`config.mk`:
```
export PLATFORM = sky130hd
export DESIGN_NAME = sdram_port_arbiter
export DESIGN_NICKNAME = d
export VERILOG_FILES = /design/src/rtl/sdram_arb_pkg.sv /design/src/rtl/sdram_arb_watchdog.sv /design/src/rtl/sdram_port_arbiter.sv
export SDC_FILE = /design/constraint.sdc
export NUM_CORES = 1
export LEC_CHECK = 0
export ABC_AREA = 1
export CORE_AREA = 4 4 109 111
export CTS_CLUSTER_SIZE = 16
export DETAILED_ROUTE_END_ITERATION = 16
export DIE_AREA = 0 0 113 115
export GPL_TIMING_DRIVEN = 0
export PLACE_DENSITY = 0.64
export SLEW_MARGIN = 40
export SYNTH_ARGS = -nofsm -noshare
export SYNTH_HDL_FRONTEND = slang
export SYNTH_HIERARCHICAL = 1
export SYNTH_SLANG_ARGS = --single-unit
```
`constraint.sdc`:
```
create_clock -name wb_clk_i -period 3.05 [get_ports wb_clk_i]
set_input_delay 0.305 -clock wb_clk_i [delete_from_list [all_inputs] [get_ports wb_clk_i]]
set_output_delay 0.305 -clock wb_clk_i [all_outputs]
set_load 0.005 [all_outputs]
```
`src/rtl/sdram_arb_pkg.sv`:
```
// Shared types and defaults for the two-master SDRAM Wishbone port arbiter.
package sdram_arb_pkg;

  localparam int TIMEOUT_DEFAULT = 64;
  localparam int CNT_W_DEFAULT   = 7;

  typedef enum logic [2:0] {
    ST_IDLE      = 3'd0,
    ST_CPU       = 3'd1,
    ST_DMA       = 3'd2,
    ST_DMA_BURST = 3'd3,
    ST_GAP       = 3'd4
  } arb_state_e;

  typedef enum logic {
    MST_CPU = 1'b0,
    MST_DMA = 1'b1
  } master_e;

endpackage

```
`src/rtl/sdram_arb_watchdog.sv`:
```
// Inactivity watchdog: counts idle owned cycles and flags expiry at TIMEOUT-1.
module sdram_arb_watchdog #(
  parameter int TIMEOUT = 64,
  parameter int CNT_W   = 7
) (
  input  logic i_clk,
  input  logic i_rst,
  input  logic i_enable,
  input  logic i_clear,
  output logic o_expire
);

  logic [CNT_W-1:0] r_cnt;
  logic             w_at_limit;

  assign w_at_limit = (r_cnt == CNT_W'(TIMEOUT - 1));
  // Activity in the limit cycle wins over expiry.
  assign o_expire   = i_enable & ~i_clear & w_at_limit;

  // NOTE: sequential state uses non-blocking assignments so every register samples pre-edge values.
  always_ff @(posedge i_clk or posedge i_rst) begin
    if (i_rst) begin
      r_cnt <= '0;
    end else if (!i_enable || i_clear || o_expire) begin
      r_cnt <= '0;
    end else begin
      r_cnt <= r_cnt + 1'b1;
    end
  end

endmodule

```
`src/rtl/sdram_port_arbiter.sv`:
```
// Round-robin arbiter sharing the SDRAM Wishbone slave between the CPU and the
// DMA prefetch engine, with burst ownership, watchdog abort and a dead gap cycle.
module sdram_port_arbiter
  import sdram_arb_pkg::*;
#(
  parameter int TIMEOUT = TIMEOUT_DEFAULT,
  parameter int CNT_W   = CNT_W_DEFAULT
) (
  input  logic        wb_clk_i,
  input  logic        wb_rst_i,
  input  logic        cpu_cyc_i,
  input  logic        cpu_stb_i,
  input  logic        cpu_we_i,
  input  logic [3:0]  cpu_sel_i,
  input  logic [31:0] cpu_adr_i,
  input  logic [31:0] cpu_dat_i,
  output logic        cpu_ack_o,
  output logic        cpu_err_o,
  output logic [31:0] cpu_dat_o,
  input  logic        dma_cyc_i,
  input  logic        dma_stb_i,
  input  logic        dma_we_i,
  input  logic        dma_fun_sel_i,
  input  logic [31:0] dma_adr_i,
  output logic        dma_ack_o,
  output logic        dma_err_o,
  output logic        dma_burst_o,
  output logic [31:0] dma_dat_o,
  output logic        dram_cyc_o,
  output logic        dram_stb_o,
  output logic        dram_we_o,
  output logic [3:0]  dram_sel_o,
  output logic [31:0] dram_adr_o,
  output logic [31:0] dram_dat_o,
  output logic        dram_fun_sel_o,
  input  logic        dram_ack_i,
  input  logic        dram_burst_en_i,
  input  logic [31:0] dram_dat_i
);

  arb_state_e r_state;
  master_e    r_last_grant;
  logic       r_beat_seen;

  logic w_cpu_req;
  logic w_dma_req;
  logic w_own_cpu;
  logic w_own_dma;
  logic w_own_burst;
  logic w_wd_enable;
  logic w_activity;
  logic w_expire;

  assign w_cpu_req   = cpu_cyc_i & cpu_stb_i;
  assign w_dma_req   = dma_cyc_i & dma_stb_i;
  assign w_own_cpu   = (r_state == ST_CPU);
  assign w_own_dma   = (r_state == ST_DMA);
  assign w_own_burst = (r_state == ST_DMA_BURST);
  assign w_wd_enable = w_own_cpu | w_own_dma | w_own_burst;
  assign w_activity  = ((w_own_cpu | w_own_dma) & dram_ack_i) |
                       (w_own_burst & dram_burst_en_i);

  sdram_arb_watchdog #(
    .TIMEOUT (TIMEOUT),
    .CNT_W   (CNT_W)
  ) u_watchdog (
    .i_clk    (wb_clk_i),
    .i_rst    (wb_rst_i),
    .i_enable (w_wd_enable),
    .i_clear  (w_activity),
    .o_expire (w_expire)
  );

  // Ownership FSM; grant is registered so a request lands on dram_* one cycle later.
  always_ff @(posedge wb_clk_i or posedge wb_rst_i) begin
    if (wb_rst_i) begin
      r_state      <= ST_IDLE;
      r_last_grant <= MST_DMA;
      r_beat_seen  <= 1'b0;
    end else begin
      case (r_state)
        ST_IDLE: begin
          r_beat_seen <= 1'b0;
          if (w_cpu_req && (!w_dma_req || r_last_grant == MST_DMA)) begin
            r_state <= ST_CPU;
          end else if (w_dma_req) begin
            r_state <= ST_DMA;
          end
        end
        ST_CPU: begin
          if (dram_ack_i || !cpu_cyc_i || w_expire) begin
            r_state      <= ST_GAP;
            r_last_grant <= MST_CPU;
          end
        end
        ST_DMA: begin
          if (dram_ack_i) begin
            r_state     <= ST_DMA_BURST;
            r_beat_seen <= dram_burst_en_i;
          end else if (!dma_cyc_i || w_expire) begin
            r_state      <= ST_GAP;
            r_last_grant <= MST_DMA;
          end
        end
        ST_DMA_BURST: begin
          if (w_expire) begin
            r_state      <= ST_GAP;
            r_last_grant <= MST_DMA;
          end else if (dram_burst_en_i) begin
            r_beat_seen <= 1'b1;
          end else if (r_beat_seen) begin
            r_state      <= ST_GAP;
            r_last_grant <= MST_DMA;
          end
        end
        ST_GAP: begin
          r_state <= ST_IDLE;
        end
        default: begin
          r_state <= ST_IDLE;
        end
      endcase
    end
  end

  // NOTE: every output gets a default before the case so no path leaves a latch behind.
  always_comb begin
    cpu_ack_o      = 1'b0;
    cpu_err_o      = 1'b0;
    cpu_dat_o      = '0;
    dma_ack_o      = 1'b0;
    dma_err_o      = 1'b0;
    dma_burst_o    = 1'b0;
    dma_dat_o      = '0;
    dram_cyc_o     = 1'b0;
    dram_stb_o     = 1'b0;
    dram_we_o      = 1'b0;
    dram_sel_o     = '0;
    dram_adr_o     = '0;
    dram_dat_o     = '0;
    dram_fun_sel_o = 1'b0;

    case (r_state)
      ST_CPU: begin
        dram_cyc_o = cpu_cyc_i & ~w_expire;
        dram_stb_o = cpu_stb_i & ~w_expire;
        dram_we_o  = cpu_we_i;
        dram_sel_o = cpu_sel_i;
        dram_adr_o = cpu_adr_i;
        dram_dat_o = cpu_dat_i;
        cpu_ack_o  = dram_ack_i;
        cpu_err_o  = w_expire;
        cpu_dat_o  = dram_dat_i;
      end
      ST_DMA: begin
        // The DMA engine only reads whole words, so all byte lanes are enabled.
        dram_cyc_o     = dma_cyc_i & ~w_expire;
        dram_stb_o     = dma_stb_i & ~w_expire;
        dram_we_o      = dma_we_i;
        dram_sel_o     = 4'hF;
        dram_adr_o     = dma_adr_i;
        dram_fun_sel_o = dma_fun_sel_i;
        dma_ack_o      = dram_ack_i;
        dma_err_o      = w_expire;
        dma_burst_o    = dram_ack_i & dram_burst_en_i;
        dma_dat_o      = dram_dat_i;
      end
      ST_DMA_BURST: begin
        dram_fun_sel_o = dma_fun_sel_i;
        dma_err_o      = w_expire;
        dma_burst_o    = dram_burst_en_i;
        dma_dat_o      = dram_dat_i;
      end
      default: begin
      end
    endcase
  end

endmodule

```
==> flow_summary.toml, run 1 <==
[status]
status = "finished, final reports clean"

[synthesis]
synth_fa_ha_area_share_pct = 0.654
netlist_area_mm2 = 0.00191
synth-seq-area-share_pct = 15.8
yosysWarnings = 6
synth_top_family_by_area = "simple AND/OR/NAND/NOR gates"
synthFlopType = "dfrtp_1"
async_flop_share_pct = 100
synthMuxAreaShare_pct = 0
synth-edff-count = 0
synthXorXnorAreaFrac_pct = 1.37
synth.distinct_cells = 24
ys_ff_latch = 12
syn_area_per_cell_um2 = 5.46
synth.net_count = 494
synth_compound_area_share_pct = 18.9
synthSimpleGateAreaFrac_pct = 38.0
synth_cells = 350

[timing]
period_needed_ns = 2.86
fmax_mhz = 349
skew_ns = 0.00150
tightest_slew_ns = 0.365
finalHoldViolCount = 0
relSlewSlack_pct = 75.5
finalSetupViolations = 0
whs_ns = 0.289
fin_ws_ns = 0.188
maxSlewViolCount = 0
fin_crit_sh_pct = 93.8

[worst_setup_path]
r2r_slack_ns = 0.87
path_depth = 15
arrival_ns = 2.56
path_cells = "clkbuf_4 -> inv_2 -> nand3_1 -> nand2_1 -> inv_1 -> o22ai_2 -> nor2_2 -> inv_1 -> nor3_4 -> nor2_1 -> nand3_1 -> o21ai_0 -> nand2_1 -> inv_1 -> clkdlybuf4s50_1"
cp_common_cell = "inv_1"
critPathBufInv = 6
crit_path_max_incr_delay_ns = 0.51
required_ns = 2.74
cpLargestDelayFamily = "buffers and inverters"
startpoint_type = "flip-flop"
r2r-start = "r_state[2]$_DFFE_PP0P_"
crit_end = "dram_cyc_o"
worst_setup_path_end_kind = "output pin"
critPathMaxFanout = 8
slowest_stage = "clkdlybuf4s50_1"
critPathKind = "reg -> out"
rr_endpoint = "r_state[1]$_DFFE_PP0P_"
reg2reg_depth = 15
crit_start = "r_state[1]$_DFFE_PP0P_"

[detailed_routing]
dr.pass1.iters = 4
ant_nets = 0
dr_total_vias = 3174
drt_drc_violations_left = 0
drt-initial-drc-count = 134
wirelength_um = 12300
met3_length_um = 1400
viasPerCell = 4.06
wl_met2_um = 5960
highest_layer = "met5"
wire_per_inst_um = 15.8
wl_met1_um = 4660

[die]
io-pin-count = 284
initial_core_util_pct = 17.7
dieArea_mm2 = 0.0130
die_x_um = 113
core_area_mm2 = 0.0108
fp-row-count = 38
die_h_um = 115

[place]
dp_hpwl_um = 10800
dpl_cell_area_mm2 = 0.00492
place_congestion = 0.947
place_ws_ns = -0.0790
port_buffers = 283
placed_cells = 773

[job]
cap_violations = 0

[layout]
final-instance-count-excl-fill = 781
nNetsFinal = 784
final_cell_area_mm2 = 0.00501
syn_to_final_growth_pct = 162
drive_gt1_share_pct = 5.95

[clock_network]
cts_tree = "yes"
clk_pin_slew_ns = 0.05
clk_latency_ns = 0.24
cts_sinks = 12
htreeDepth = 1
cts_buffers = 3
cts.path.max_buffers = 2
ctsHoldBuffers = 0
root_buffer = "clkbuf_8"

[grt]
grt_pass1_wl_um = 17900
grt_antenna_before_repair = 6
grt_pass1_vias = 3139
track_usage_pct = 17.3
grt_max_degree = 11
grt_remaining_overflow = 0

[worst_hold_path]
hold_path_class = "in -> async"

[pwr]
irDropWorstVdd_uv = 384
p_leak_nw = 2.36
p_per_area_mw_per_mm2 = 536
==> area by class of cell <==
class                           instances  area, µm²
Tap cell                              140        175
Antenna cell                            2       5.00
Buffer                                 18        140
Multi-Input combinational cell        228       1150
Fill cell                            1106       5780
Inverter                               92        345
Sequential cell                        12        302
Timing Repair Buffer                  285       2850
Clock buffer                            4       45.0
==> registers in the layout, summed over array words and instances (netlist names) <==
signal	count
u_watchdog/r_cnt	7
r_last_grant	1
r_beat_seen	1
r_state	3
==> metrics by stage <==
step	utilization, %	total power, mW	TNS, ns
5_1_grt	46.4	2.91	-0.0276
6_report	46.4	2.69	0
3_5_place_dp	45.6	2.51	-0.0790
4_1_cts	46.1	2.69	0
2_1_floorplan	-	1.16	0
3_3_place_gp	45.6	2.50	-0.0258
==> cells in the mapped netlist, types with 2 or more instances <==
cell,count,share of area (%)
nor3_1,2,0.52
dfrtp_1,11,14
xor2_1,2,0.92
nor2_1,118,23
a21oi_1,5,1.3
nand3_1,16,4.2
buf_6,6,3.5
buf_4,4,1.6
a22o_1,33,15
inv_1,88,17
o21ai_0,2,0.52
buf_2,8,2.1
nor2_2,3,0.98
inv_2,4,0.79
nand2_1,39,7.7
==> cells by family (layout without fill, tap and decap cells) <==
group | after synthesis | count (layout)
and+or+nand+nor | 180 | 180
DFF | 12 | 12
AOI/OAI and AO/OA | 44 | 44
other | 0 | 2
adders and majority gates | 1 | 1
xor gates and xnor gates | 3 | 3
buffers and inverters | 110 | 399
==> timing repair <==
| item | CTS | global route |
|---|---|---|
| gates cloned | 0 | 0 |
| endpoints found under the hold margin | 0 | 0 |
| buffers inserted | 0 | 2 |
| setup endpoints to repair | 3 | 3 |
| pin swaps | 0 | 1 |
| resized for setup | 3 | 4 |
==> per-layer routing <==
layer | track usage, % | vias to the layer above
met1 | 19.3 | 1386
met4 | 3.85 | 8
met3 | 8.16 | 24
li1 | - | 1624
met5 | 0 | -
met2 | 30.2 | 132
==> placed cells by master (no fill, tap or decap), types with 2 or more instances in the layout <==
cell type,instances
diode_2,2
nand2_1,39
buf_6,6
clkbuf_8,3
o21ai_0,2
dfrtp_1,11
buf_4,6
xor2_1,2
inv_1,87
inv_2,5
a21oi_1,5
a22o_1,33
buf_2,7
clkdlybuf4s50_1,283
nand3_1,16
nor2_1,117
nor2_2,3
==> power by group <==
part | switching [mW] | internal, mW
clock | 0.0562 | 0.0919
combinational | 0.985 | 1.31
sequential | 0.0389 | 0.201
==> how the worst min path moves through the flow <==
stage | start | to | depth (start not counted)
after global placement | r_last_grant$_DFFE_PP1P_ | r_last_grant$_DFFE_PP1P_ | 2
final | wb_rst_i | r_state[2]$_DFFE_PP0P_ | 2
after floorplan | wb_rst_i | r_beat_seen$_DFFE_PP0P_ | 1
after detailed placement | r_last_grant$_DFFE_PP1P_ | r_last_grant$_DFFE_PP1P_ | 2
after CTS | wb_rst_i | r_state[2]$_DFFE_PP0P_ | 2
after global routing | wb_rst_i | r_state[2]$_DFFE_PP0P_ | 2
No activity file was read; power rests on OpenSTA's default activity.
==> run 2: changes to the inputs <==
--- a/config.mk
+++ b/config.mk
@@ -10,8 +10,10 @@
 export CTS_CLUSTER_SIZE = 16
 export DETAILED_ROUTE_END_ITERATION = 16
 export DIE_AREA = 0 0 113 115
+export GPL_ROUTABILITY_DRIVEN = 1
 export GPL_TIMING_DRIVEN = 0
 export PLACE_DENSITY = 0.64
+export SETUP_SLACK_MARGIN = 0.3
 export SLEW_MARGIN = 40
 export SYNTH_ARGS = -nofsm -noshare
 export SYNTH_HDL_FRONTEND = slang
==> run 2 against run 1 <==
First-iteration DRC count shrank 3.7%. Worst hold slack gained 0.0014 ns. Setup slack gained 0.23 ns. Final area grew 0.90%. Combinational power is essentially flat. Routed wire length grew 0.52%. Clock-buffer cell count is the same. Sequential power is essentially flat. Core utilization grew 0.42 points. Clock power is essentially flat. Non-clock buffer count grew 5. Global-route usage grew 0.17 points. Critical path type unchanged. Largest cell class unchanged. Largest power group unchanged.
==> flow_summary.toml, run 2 (synthesis results as in run 1) <==
[status]
status = "finished, final reports clean"

[die]
die_h_um = 115
fp-row-count = 38
dieArea_mm2 = 0.0130
core_area_mm2 = 0.0108
die_x_um = 113
io-pin-count = 284
initial_core_util_pct = 17.7

[timing]
period_needed_ns = 2.64
maxSlewViolCount = 0
finalSetupViolations = 0
tightest_slew_ns = 0.359
whs_ns = 0.291
skew_ns = 0.000707
finalHoldViolCount = 0
rsz0062_at_grt = "true"
relSlewSlack_pct = 75.9
fin_crit_sh_pct = 86.4
fmax_mhz = 379

[grt]
grt_remaining_overflow = 0
grt_antenna_before_repair = 6
grt_pass1_vias = 3188
grt_max_degree = 11
grt_pass1_wl_um = 18100
track_usage_pct = 17.5

[worst_setup_path]
crit_path_max_incr_delay_ns = 0.35
cp_common_cell = "inv_1"
r2r-start = "r_state[1]$_DFFE_PP0P_"
critPathKind = "reg -> out"
startpoint_type = "flip-flop"
worst_setup_path_end_kind = "output pin"
path_cells = "buf_4 -> nand2_4 -> nand2_1 -> inv_1 -> o22ai_1 -> nor2_2 -> inv_1 -> nor3_4 -> buf_4 -> nor2_1 -> nand3_1 -> o21ai_0 -> nand2_1 -> inv_1 -> dlygate4sd2_1"
arrival_ns = 2.33
slowest_stage = "dfrtp_1"
required_ns = 2.74
crit_start = "r_state[1]$_DFFE_PP0P_"
critPathMaxFanout = 9

[clock_network]
cts_buffers = 3
cts.path.max_buffers = 2
clk_pin_slew_ns = 0.05
root_buffer = "clkbuf_8"
clk_latency_ns = 0.24
cts_sinks = 12
cts_tree = "yes"
htreeDepth = 1

[layout]
fin_util_pct = 46.9
n_fill_cell = 1098
nNetsFinal = 789
layout_common_cells = "clkdlybuf4s50_1, nor2_1, inv_1, nand2_1, a22o_1"
drive_gt1_share_pct = 6.99
max_flop_register = "u_watchdog/r_cnt"
layout_commonest_cell = "clkdlybuf4s50_1"
largestRegisters = "u_watchdog/r_cnt x7, r_state x3"
largest_reg_flops = 7
syn_to_final_growth_pct = 165

[detailed_routing]
dr_total_vias = 3213
drt_drc_violations_left = 0
wire_per_inst_um = 15.7
ant_nets = 0
wirelength_um = 12400
dr.pass1.iters = 5
viasPerCell = 4.09
drt-initial-drc-count = 129

[job]
cap_violations = 0

[place]
port_buffers = 283
dp_hpwl_um = 10800
place_congestion = 0.947

[pwr]
p_leak_nw = 2.44
p_per_area_mw_per_mm2 = 537
comb_power_share_pct = 85.6
clockPowerShare_pct = 5.4
power_switching_mw = 1.09
sequentialPowerShare_pct = 9.0
sw_frac_of_total_pct = 40.0
p_int_mw = 1.63
finalPower_mw = 2.71
irDropWorstVdd_uv = 387

[worst_hold_path]
hold_path_class = "in -> async"
-- run 2: changes by cell type in the layout (fill, tap and decap cells not counted), sizes merged --
cell | previous run | this run
dlymetal6s2s | 0 | 3
dlygate4sd2 | 0 | 1
clkbuf | 5 | 4
buf | 19 | 25
clkdlybuf4s50 | 283 | 279
-- run 2: final timing paths --
kind	endpoint	slack, ns	cells past startpoint
worst min register to register	r_last_grant$_DFFE_PP1P_	0.46	2
max in group asynchronous	u_watchdog/r_cnt[3]$_DFF_PP0_	2.52	2
min in group wb_clk_i	r_last_grant$_DFFE_PP1P_	0.46	2
worst min-delay path	r_state[1]$_DFFE_PP0P_	0.29	2
worst max register to register	r_state[1]$_DFFE_PP0P_	0.88	16
worst max-delay path	dram_cyc_o	0.41	15
-- run 2: repair_timing --
action,in CTS,in global routing
hold buffers,0,0
setup buffers,5,2
pin swaps,3,2
gates resized for setup,10,3
endpoints found under the setup margin,4,3
gates cloned,0,0
-- run 2: worst max-delay path, delay by kind of cell, from the launching register on --
family / cells / cell delay [ns]
compound gates: 2 / 0.18
flops: 1 / 0.35
buf+inv: 6 / 0.81
simple gates: 7 / 0.76
-- run 2: routing by layer --
metal,global-route usage [%],vias up,wire (µm)
met5,0,-,60
li1,-,1634,-
met2,30.5,150,5980
met1,19.6,1395,4640
met4,3.85,8,228
met3,8.16,26,1460
-- run 2: power groups by stage --
stage                     combinational, mW  clock (mW)  sequential [mW]
final                                  2.32       0.147            0.243
after global routing                   2.52       0.162            0.250
after CTS                              2.34       0.155            0.242
after detailed placement               2.27           0            0.239
after global placement                 2.26           0            0.237
after floorplan                       0.930           0            0.231
-- run 2: final cells by class --
cell class              count  area [µm²]  area share (%)
diodes                      2        5.00          0.0990
plain buffers              18         140            2.77
clock buffers               4        45.0           0.891
inverters                  92         345            6.83
multi-input cells         228        1150            22.8
flip-flops and latches     12         304            6.01
well taps                 140         175            3.46
repair buffers            290        2890            57.2
-- run 2: through the flow --
stage	instances	instance area (µm²)	setup TNS, ns	worst slack [ns]
after detailed placement	773	4920	-0.0790	-0.0790
after floorplan	350	1910	0	0.929
after CTS	782	5030	0	0.326
after global placement	773	4920	-0.0258	-0.0258
final	786	5060	0	0.414
after global routing	785	5050	0	0.253
